--- config.mk ---
export PLATFORM = sky130hd
export DESIGN_NAME = bram_reduce
export DESIGN_NICKNAME = d
export VERILOG_FILES = /design/src/rtl/bram_reduce_pkg.sv /design/src/rtl/bram_reduce_rd_pipe.sv /design/src/rtl/bram_reduce.sv
export SDC_FILE = /design/constraint.sdc
export NUM_CORES = 1
export LEC_CHECK = 0
export ABC_CLOCK_PERIOD_IN_PS = 3500
export CORE_ASPECT_RATIO = 1.5
export CORE_MARGIN = 4
export CORE_UTILIZATION = 25
export CTS_CLUSTER_SIZE = 20
export DETAILED_ROUTE_END_ITERATION = 10
export GPL_TIMING_DRIVEN = 0
export SETUP_SLACK_MARGIN = 0.15
export SLEW_MARGIN = 20
export SYNTH_ARGS = -nofsm -noshare
export SYNTH_HDL_FRONTEND = slang
export SYNTH_SLANG_ARGS = --single-unit
--- constraint.sdc ---
create_clock -name clk -period 3.5 [get_ports clk]
set_input_delay 0.35 -clock clk [delete_from_list [all_inputs] [get_ports clk]]
set_output_delay 0.35 -clock clk [all_outputs]
set_load 0.05 [all_outputs]
--- src/rtl/bram_reduce_pkg.sv ---
// Shared types and helpers for the BRAM reduction engine.
package bram_reduce_pkg;

  typedef enum logic [1:0] {
    MODE_USUM = 2'd0,
    MODE_SSUM = 2'd1,
    MODE_UMAX = 2'd2,
    MODE_UMIN = 2'd3
  } mode_t;

  typedef enum logic [1:0] {
    S_IDLE  = 2'd0,
    S_ISSUE = 2'd1,
    S_DRAIN = 2'd2,
    S_FIN   = 2'd3
  } state_t;

  localparam int IDENT_W = 128;

  // Accumulator start value; callers truncate to their accumulator width.
  function automatic logic [IDENT_W-1:0] ident(mode_t m, int acc_w);
    if (m == MODE_UMIN) return {IDENT_W{1'b1}} >> (IDENT_W - acc_w);
    return '0;
  endfunction

endpackage

--- src/rtl/bram_reduce_rd_pipe.sv ---
// Tracks which BRAM read slots carry real data, RD_LAT cycles behind bram_en.
module bram_rd_pipe #(
  parameter int RD_LAT = 1
) (
  input  logic clk,
  input  logic reset,
  input  logic flush,
  input  logic in_valid,
  output logic out_valid
);

  logic [RD_LAT-1:0] taps;

  always_ff @(posedge clk) begin
    if (reset || flush) taps <= '0;
    else                taps <= RD_LAT'({taps, in_valid});
  end

  assign out_valid = taps[RD_LAT-1];

endmodule

--- src/rtl/bram_reduce.sv ---
// Streams a BRAM window one word per cycle and folds it into a single
// sum/max/min result, with a done pulse and abort.
module bram_reduce
  import bram_reduce_pkg::*;
#(
  parameter int DATA_W = 32,
  parameter int ADDR_W = 12,
  parameter int ACC_W  = 48,
  parameter int RD_LAT = 1
) (
  input  logic              clk,
  input  logic              reset,
  input  logic              start,
  input  logic              abort,
  input  logic [ADDR_W-1:0] base_addr,
  input  logic [ADDR_W:0]   length,
  input  logic [1:0]        mode,
  output logic              bram_en,
  output logic [ADDR_W-1:0] bram_addr,
  input  logic [DATA_W-1:0] bram_rdata,
  output logic              busy,
  output logic              done,
  output logic [ACC_W-1:0]  result,
  output logic              ovf
);

  state_t              state, state_next;
  mode_t               mode_q;
  logic [ADDR_W:0]     remaining;
  logic [1:0]          drain_cnt;
  logic [ACC_W-1:0]    acc, acc_next;
  logic                ovf_q, ovf_step;
  logic                rd_valid;
  logic                accept;

  logic signed [DATA_W-1:0] rdata_s;
  logic [ACC_W-1:0]    zext, sext, ssum;
  logic [ACC_W:0]      usum;

  assign accept = (state == S_IDLE) && start && !abort;

  always_ff @(posedge clk) begin
    if (reset) state <= S_IDLE;
    else       state <= state_next;
  end

  always_comb begin
    state_next = state;
    case (state)
      S_IDLE:  if (accept) state_next = (length == '0) ? S_FIN : S_ISSUE;
      S_ISSUE: if (remaining == (ADDR_W+1)'(1)) state_next = S_DRAIN;
      S_DRAIN: if (drain_cnt == 2'(RD_LAT - 1)) state_next = S_FIN;
      S_FIN:   state_next = S_IDLE;
      default: state_next = S_IDLE;
    endcase
    if (abort) state_next = S_IDLE;
  end

  always_comb begin
    bram_en = (state == S_ISSUE);
    busy    = (state != S_IDLE);
    done    = (state == S_FIN);
  end

  bram_rd_pipe #(.RD_LAT(RD_LAT)) u_rd_pipe (
    .clk      (clk),
    .reset    (reset),
    .flush    (abort),
    .in_valid (bram_en),
    .out_valid(rd_valid)
  );

  assign rdata_s = bram_rdata;
  assign zext    = ACC_W'(bram_rdata);
  assign sext    = ACC_W'(rdata_s);
  assign usum    = {1'b0, acc} + {1'b0, zext};
  assign ssum    = acc + sext;

  always_comb begin
    acc_next = acc;
    ovf_step = 1'b0;
    case (mode_q)
      MODE_USUM: begin
        acc_next = usum[ACC_W-1:0];
        ovf_step = usum[ACC_W];
      end
      MODE_SSUM: begin
        acc_next = ssum;
        ovf_step = (acc[ACC_W-1] == sext[ACC_W-1]) && (ssum[ACC_W-1] != acc[ACC_W-1]);
      end
      MODE_UMAX: acc_next = (zext > acc) ? zext : acc;
      MODE_UMIN: acc_next = (zext < acc) ? zext : acc;
      default:   acc_next = acc;
    endcase
  end

  // Data arriving in the abort cycle is dropped along with the rest of the pipe.
  always_ff @(posedge clk) begin
    if (reset) begin
      bram_addr <= '0;
      remaining <= '0;
      drain_cnt <= '0;
      mode_q    <= MODE_USUM;
      acc       <= '0;
      ovf_q     <= 1'b0;
    end else if (accept) begin
      bram_addr <= base_addr;
      remaining <= length;
      drain_cnt <= '0;
      mode_q    <= mode_t'(mode);
      acc       <= ACC_W'(ident(mode_t'(mode), ACC_W));
      ovf_q     <= 1'b0;
    end else begin
      if (state == S_ISSUE) begin
        bram_addr <= bram_addr + 1'b1;
        remaining <= remaining - 1'b1;
      end
      if (state == S_DRAIN) drain_cnt <= drain_cnt + 1'b1;
      if (rd_valid && !abort) begin
        acc   <= acc_next;
        ovf_q <= ovf_q | ovf_step;
      end
    end
  end

  assign result = acc;
  assign ovf    = ovf_q;

endmodule

== Word level (Yosys, flattened, before mapping) ==
Cells that the tools add are included.

* Register bits: 81
* Bits of input ports: 63
* Output and inout bits: 64
* Word-level logic and storage cells: 68

* Add/sub/neg operators: 5
* Magnitude comparators: 2
* Equal/unequal tests: 15
* Multiplexer cells: 20
* Bitwise logic cells: 1
* Reduce and logical (&&, ||, !) cells: 17

{| class="wikitable"
|+ Operator list
! kind !! count
|-
| $mux 48 || 6
|-
| $pmux 48 s4 || 1
|-
| $add 48x32->49 || 1
|-
| $add 48x48->48 || 1
|-
| $gt 32x48->1 || 1
|-
| $lt 32x48->1 || 1
|-
| $mux 13 || 2
|-
| $mux 12 || 2
|-
| $eq 13x1->1 const B || 1
|-
| $logic_not 13->1 || 1
|-
| $sub 13x1->13 const B || 1
|-
| $add 12x1->12 const B || 1
|-
| $eq 2x2->1 const B || 5
|-
| $mux 2 || 4
|-
| $pmux 2 s4 || 1
|-
| $logic_not 2->1 || 3
|-
| $ne 2x2->1 const B || 3
|-
| $ne 3x3->1 const B || 2
|-
| $reduce_and 3->1 || 2
|-
| $reduce_bool 2->1 || 3
|-
| $eq 2x1->1 const B || 2
|-
| $logic_and 1x1->1 || 4
|-
| $reduce_or 2->1 || 2
|-
| $mux 1 || 3
|-
| other kinds (7) || 7
|}

== Logic depth before layout (Yosys ltp) ==
* Depth in word-level cells: 7
* Depth in mapped cells: 15
* Depth with buffers taken out: 12

== Cells and area by module ==
A second synthesis with hierarchy kept.

* Cells, all modules: 1,113
* Area, all modules: 8,175.3 um2

{| class="wikitable"
|+ By module, submodules not included
! module !! times used !! cells an instance !! area an instance (um2) !! sequential area each (um2)
|-
| bram_reduce || 1 || 1,111 || 8,142.8 || 1,601.5
|-
| bram_rd_pipe || 1 || 2 || 32.5 || 20.0
|}

== Least setup slack after synthesis ==
OpenSTA, ideal clock, no wires.

* Path type: register to register
* From: reg acc[9] (netlist: result[9])
* To: reg acc[37] (netlist: result[37])
* Library setup time: 0.123 ns
* Arrival: 3.163 ns
* Required time: 3.377 ns
* Slack: 0.214 ns
* Stages on the path, launching flop included: 13
* Path buffers: 0
* Period minus slack after synthesis: 3.286 ns
* Cells stage by stage: dfxtp_1 -> inv_1 -> ha_1 -> or2_1 -> or4_1 -> a211oi_2 -> o311ai_2 -> a31oi_4 -> o31a_1 -> nand3_1 -> xnor2_1 -> a221oi_1 -> nor2_1

* Longest elaborated chain between the ends: 4
* Elaborated cells on any way between the ends: 10
* Those cells by class: 2 x add/sub; 2 x order compare; 2 x eq/ne; 3 x mux; 1 x reduce/logical

{| class="wikitable"
|+ RTL lines
! element !! RTL line !! text
|-
| from (decl) || bram_reduce.sv:31 || <nowiki>logic [ACC_W-1:0] acc, acc_next;</nowiki>
|-
| from (signal assigned) || bram_reduce.sv:111 || <nowiki>acc <= ACC_W'(ident(mode_t'(mode), ACC_W));</nowiki>
|-
| from (signal assigned) || bram_reduce.sv:120 || <nowiki>acc <= acc_next;</nowiki>
|-
| $add 48x48->48 / $add 48x32->49 (equally long branches) || bram_reduce.sv:77, bram_reduce.sv:76 ||
|-
| $pmux 48 s4 || bram_reduce.sv:82 || <nowiki>case (mode_q)</nowiki>
|-
| $mux 48 || bram_reduce.sv:119 || <nowiki>if (rd_valid && !abort) begin</nowiki>
|-
| $mux 48 || bram_reduce.sv:106 || <nowiki>end else if (accept) begin</nowiki>
|}

Several ways; a longest one is shown, not always the timed one. The select of a mux whose other input is x is not followed.
A chain may end at the register's enable or synchronous reset.

== Worst setup path in the final report ==
* From: in bram_rdata[28]
* To: reg acc[21] (netlist: result[21])

* Longest elaborated chain between the ends: 3
* Elaborated cells on any way between the ends: 5
* Those cells by class: 2 x order compare; 2 x eq/ne; 1 x reduce/logical

{| class="wikitable"
|+ RTL lines
! element !! RTL line !! text
|-
| from (decl) || bram_reduce.sv:20 || <nowiki>input logic [DATA_W-1:0] bram_rdata,</nowiki>
|-
| $lt 32x48->1 / $gt 32x48->1 (equally long branches) || bram_reduce.sv:92, bram_reduce.sv:91 ||
|-
| $ne 3x3->1 (no line) || -- ||
|-
| $reduce_and 3->1 (no line) * || -- ||
|}

Every way passes the cells marked *; elsewhere a longest branch is shown, timed or not.

==> flow_summary.toml <==
[final_layout]
final_cell_mix = "nor2_1, clkdlybuf4s50_1, nand2_1"
area_growth_pct = 39.3
finalInstanceArea_mm2 = 0.0112
drive_gt1_share_pct = 15.1
fin_util_pct = 35.3
layout_commonest_cell = "nor2_1"
fin_nets = 1415
n_antenna_cell = 0

[setup_path]
cp-end-kind = "flop"
crit_fanout = 7
required_ns = 3.78
worstSetupPathType = "in -> reg"
cp-start-kind = "primary input"
worstPathArrival_ns = 3.62

[timing]
period_needed_ns = 3.34
setup_tns_ns = 0
hold_viol = 0
skew_ns = 0.00987
timing.slew.headroom_pct = 23.2
timing.final.crit_share_pct = 95.4
slew_violations = 0
setup_viol = 0
rsz0062_at_grt = "yes"
max_freq_mhz = 300
tightest_slew_ns = 1.14

[floorplanning]
io_pins = 127
core_mm2 = 0.0318
initial_utilization_pct = 25.3
rows = 80
die_height_um = 228
die_w_um = 155
die_area_mm2 = 0.0352

[yosys]
synthesis.nets = 1244
ys_warn_count = 0
ys_seq_area_share_pct = 20.1
async_reset_ff_share_pct = 0
ys_types = 81
synth_ff_type = "dfxtp_1"
syn_area_mm2 = 0.00806
synth_area_per_cell_um2 = 7.38
synth_seq_cells = 81
synth_edf_count = 0
synthCells = 1092

[global_routing]
grt_max_degree = 21
grt_pass1_wl_um = 49100
grt_pass1_vias = 8848
grt.total_usage_pct = 17.5
grt-ovfl-total = 0
grt_antenna_before_repair = 0

[power_and_ir_drop]
p_total_mw = 4.55
p_sw_mw = 1.99
ir_drop_mv = 0.266
powerDensity_mw_per_mm2 = 405
clkPwrFrac_pct = 25.0
pwr-share-comb_pct = 49.5
intPower_mw = 2.56
p_seq_share_pct = 25.5
p_leak_nw = 4.43
p_sw_share_pct = 43.8

[clock_network]
cts_made_buffers = 9
htree_levels = 3
cts_tree = "yes"
path_clk_slew_ns = 0.07
ctsHoldBuffers = 0
clk_latency_ns = 0.36
cts_sinks = 81
cts_buffer_depth = 2
cts_root_buf = "clkbuf_16"

[status]
status = "completed"

[min_path]
hold_class = "in -> reg"

[route]
vias = 8810
avgViaCountPerCell = 5.25
first_pass_iters = 5
drtIter0Drc = 451
wl_per_cell_um = 19.3
totalWireLength_um = 32400
drcViolationCount = 0
antenna_left = 0

[placed_design]
place_area_mm2 = 0.00983
port_buffers = 126
routabilityCongestion = 0.906
dpl.hpwl_um = 25000

[flow_run]
maxCapViolCount = 0
-- routing by layer --
| layer | wire [um] | vias up | track usage (%) |
|---|---|---|---|
| met4 | 1580 | 0 | 7.71 |
| met2 | 17300 | 270 | 33.6 |
| met5 | 0 | - | 0 |
| met3 | 1420 | 91 | 2.52 |
| li1 | - | 4273 | - |
| met1 | 12100 | 4176 | 18.6 |
-- timing repair --
action	in CTS	in global routing
setup buffers	18	14
gates cloned	0	2
endpoints found under the setup margin	49	49
gates resized for setup	105	91
pin swaps	25	34
-- stage by stage --
| stage | setup slack (ns) | hold WS, ns | cells |
|---|---|---|---|
| global route | 0.0789 | 0.473 | 1678 |
| global placement | -1.51 | 0.486 | 1628 |
| floorplan | 0.214 | 0.426 | 1092 |
| detailed placement | -1.54 | 0.506 | 1628 |
| CTS | 0.128 | 0.511 | 1662 |
| finish | 0.162 | 0.389 | 1678 |
-- cell usage after synthesis, drive strengths merged, types with 7 or more instances --
| cell | instances | share of area (%) |
|---|---|---|
| a311oi | 10 | 1.2 |
| o31ai | 11 | 1.1 |
| xnor2 | 43 | 4.7 |
| or2 | 7 | 0.54 |
| clkbuf | 33 | 2.0 |
| nor2 | 133 | 6.3 |
| a21o | 17 | 1.6 |
| or3 | 8 | 0.65 |
| nand2 | 98 | 4.6 |
| and3 | 13 | 1.0 |
| o21ai | 57 | 3.5 |
| nand3 | 23 | 1.4 |
| buf | 21 | 1.6 |
| nand2b | 13 | 1.0 |
| o21bai | 10 | 0.93 |
| a31oi | 12 | 1.1 |
| ha | 88 | 14 |
| dfxtp | 81 | 20 |
| xor2 | 28 | 3.0 |
| o211ai | 11 | 1.1 |
| a211oi | 40 | 3.9 |
| a221oi | 7 | 0.92 |
| a21oi | 93 | 5.8 |
| inv | 70 | 3.3 |
| mux2i | 8 | 0.99 |
| nor3 | 29 | 1.9 |
| nor2b | 20 | 1.6 |
| nand4 | 21 | 1.6 |
| nor4 | 19 | 1.6 |
-- path summary, 6_finish.rpt --
check            startpoint  slack [ns]    endpoint  cells past startpoint
max          bram_rdata[28]        0.16  result[21]                     15
min          bram_rdata[24]        0.39  result[24]                      3
max reg2reg      result[22]        0.17  result[21]                     15
min reg2reg      result[23]        0.51  result[23]                      2
-- worst max-delay path, stage by stage --
cell	delay, ns
clkdlybuf4s50_1	0.50
ha_4	0.36
nand4_1	0.11
buf_4	0.17
nor4_4	0.25
nand4_1	0.26
buf_4	0.20
nor2_1	0.28
nor4_2	0.08
o31a_1	0.35
nand2_2	0.17
buf_12	0.16
nand2_8	0.08
buf_8	0.16
a21oi_1	0.14
-- logic make-up after synthesis --
group / after synthesis / share of synthesized area (%)
adder cells (fa/ha/maj): 89 / 13.9
multiplexers: 8 / 0.994
XOR/XNOR: 71 / 7.72
AND/OR/NAND/NOR: 403 / 23.9
flip-flops: 81 / 20.1
buffers and inverters: 125 / 6.91
AO/OA/AOI/OAI: 315 / 26.4
-- power groups by stage --
stage                     Sequential, mW  Clock, mW  Combinational (mW)
after global placement              1.18          0                1.97
after CTS                           1.16       1.16                2.11
after detailed placement            1.18          0                1.98
after global routing                1.18       1.19                2.43
after floorplan                     1.40          0                1.11
final                               1.16       1.14                2.25
-- layout make-up --
class / count / area [um^2]
inverter: 70 / 263
timing repair buffer: 160 / 1590
clock inverter: 7 / 109
tap: 410 / 513
multi-input combinational: 886 / 6460
clock buffer: 9 / 225
buffer: 55 / 393
fill: 3384 / 20600
sequential: 81 / 1660
-- flip-flops by register name (all words and copies together) (netlist names) --
register,count
bram_addr,12
drain_cnt,2
mode_q,2
ovf,1
remaining,13
result,48
state,2
u_rd_pipe.out_valid,1
(Power assumes the default switching activity.)
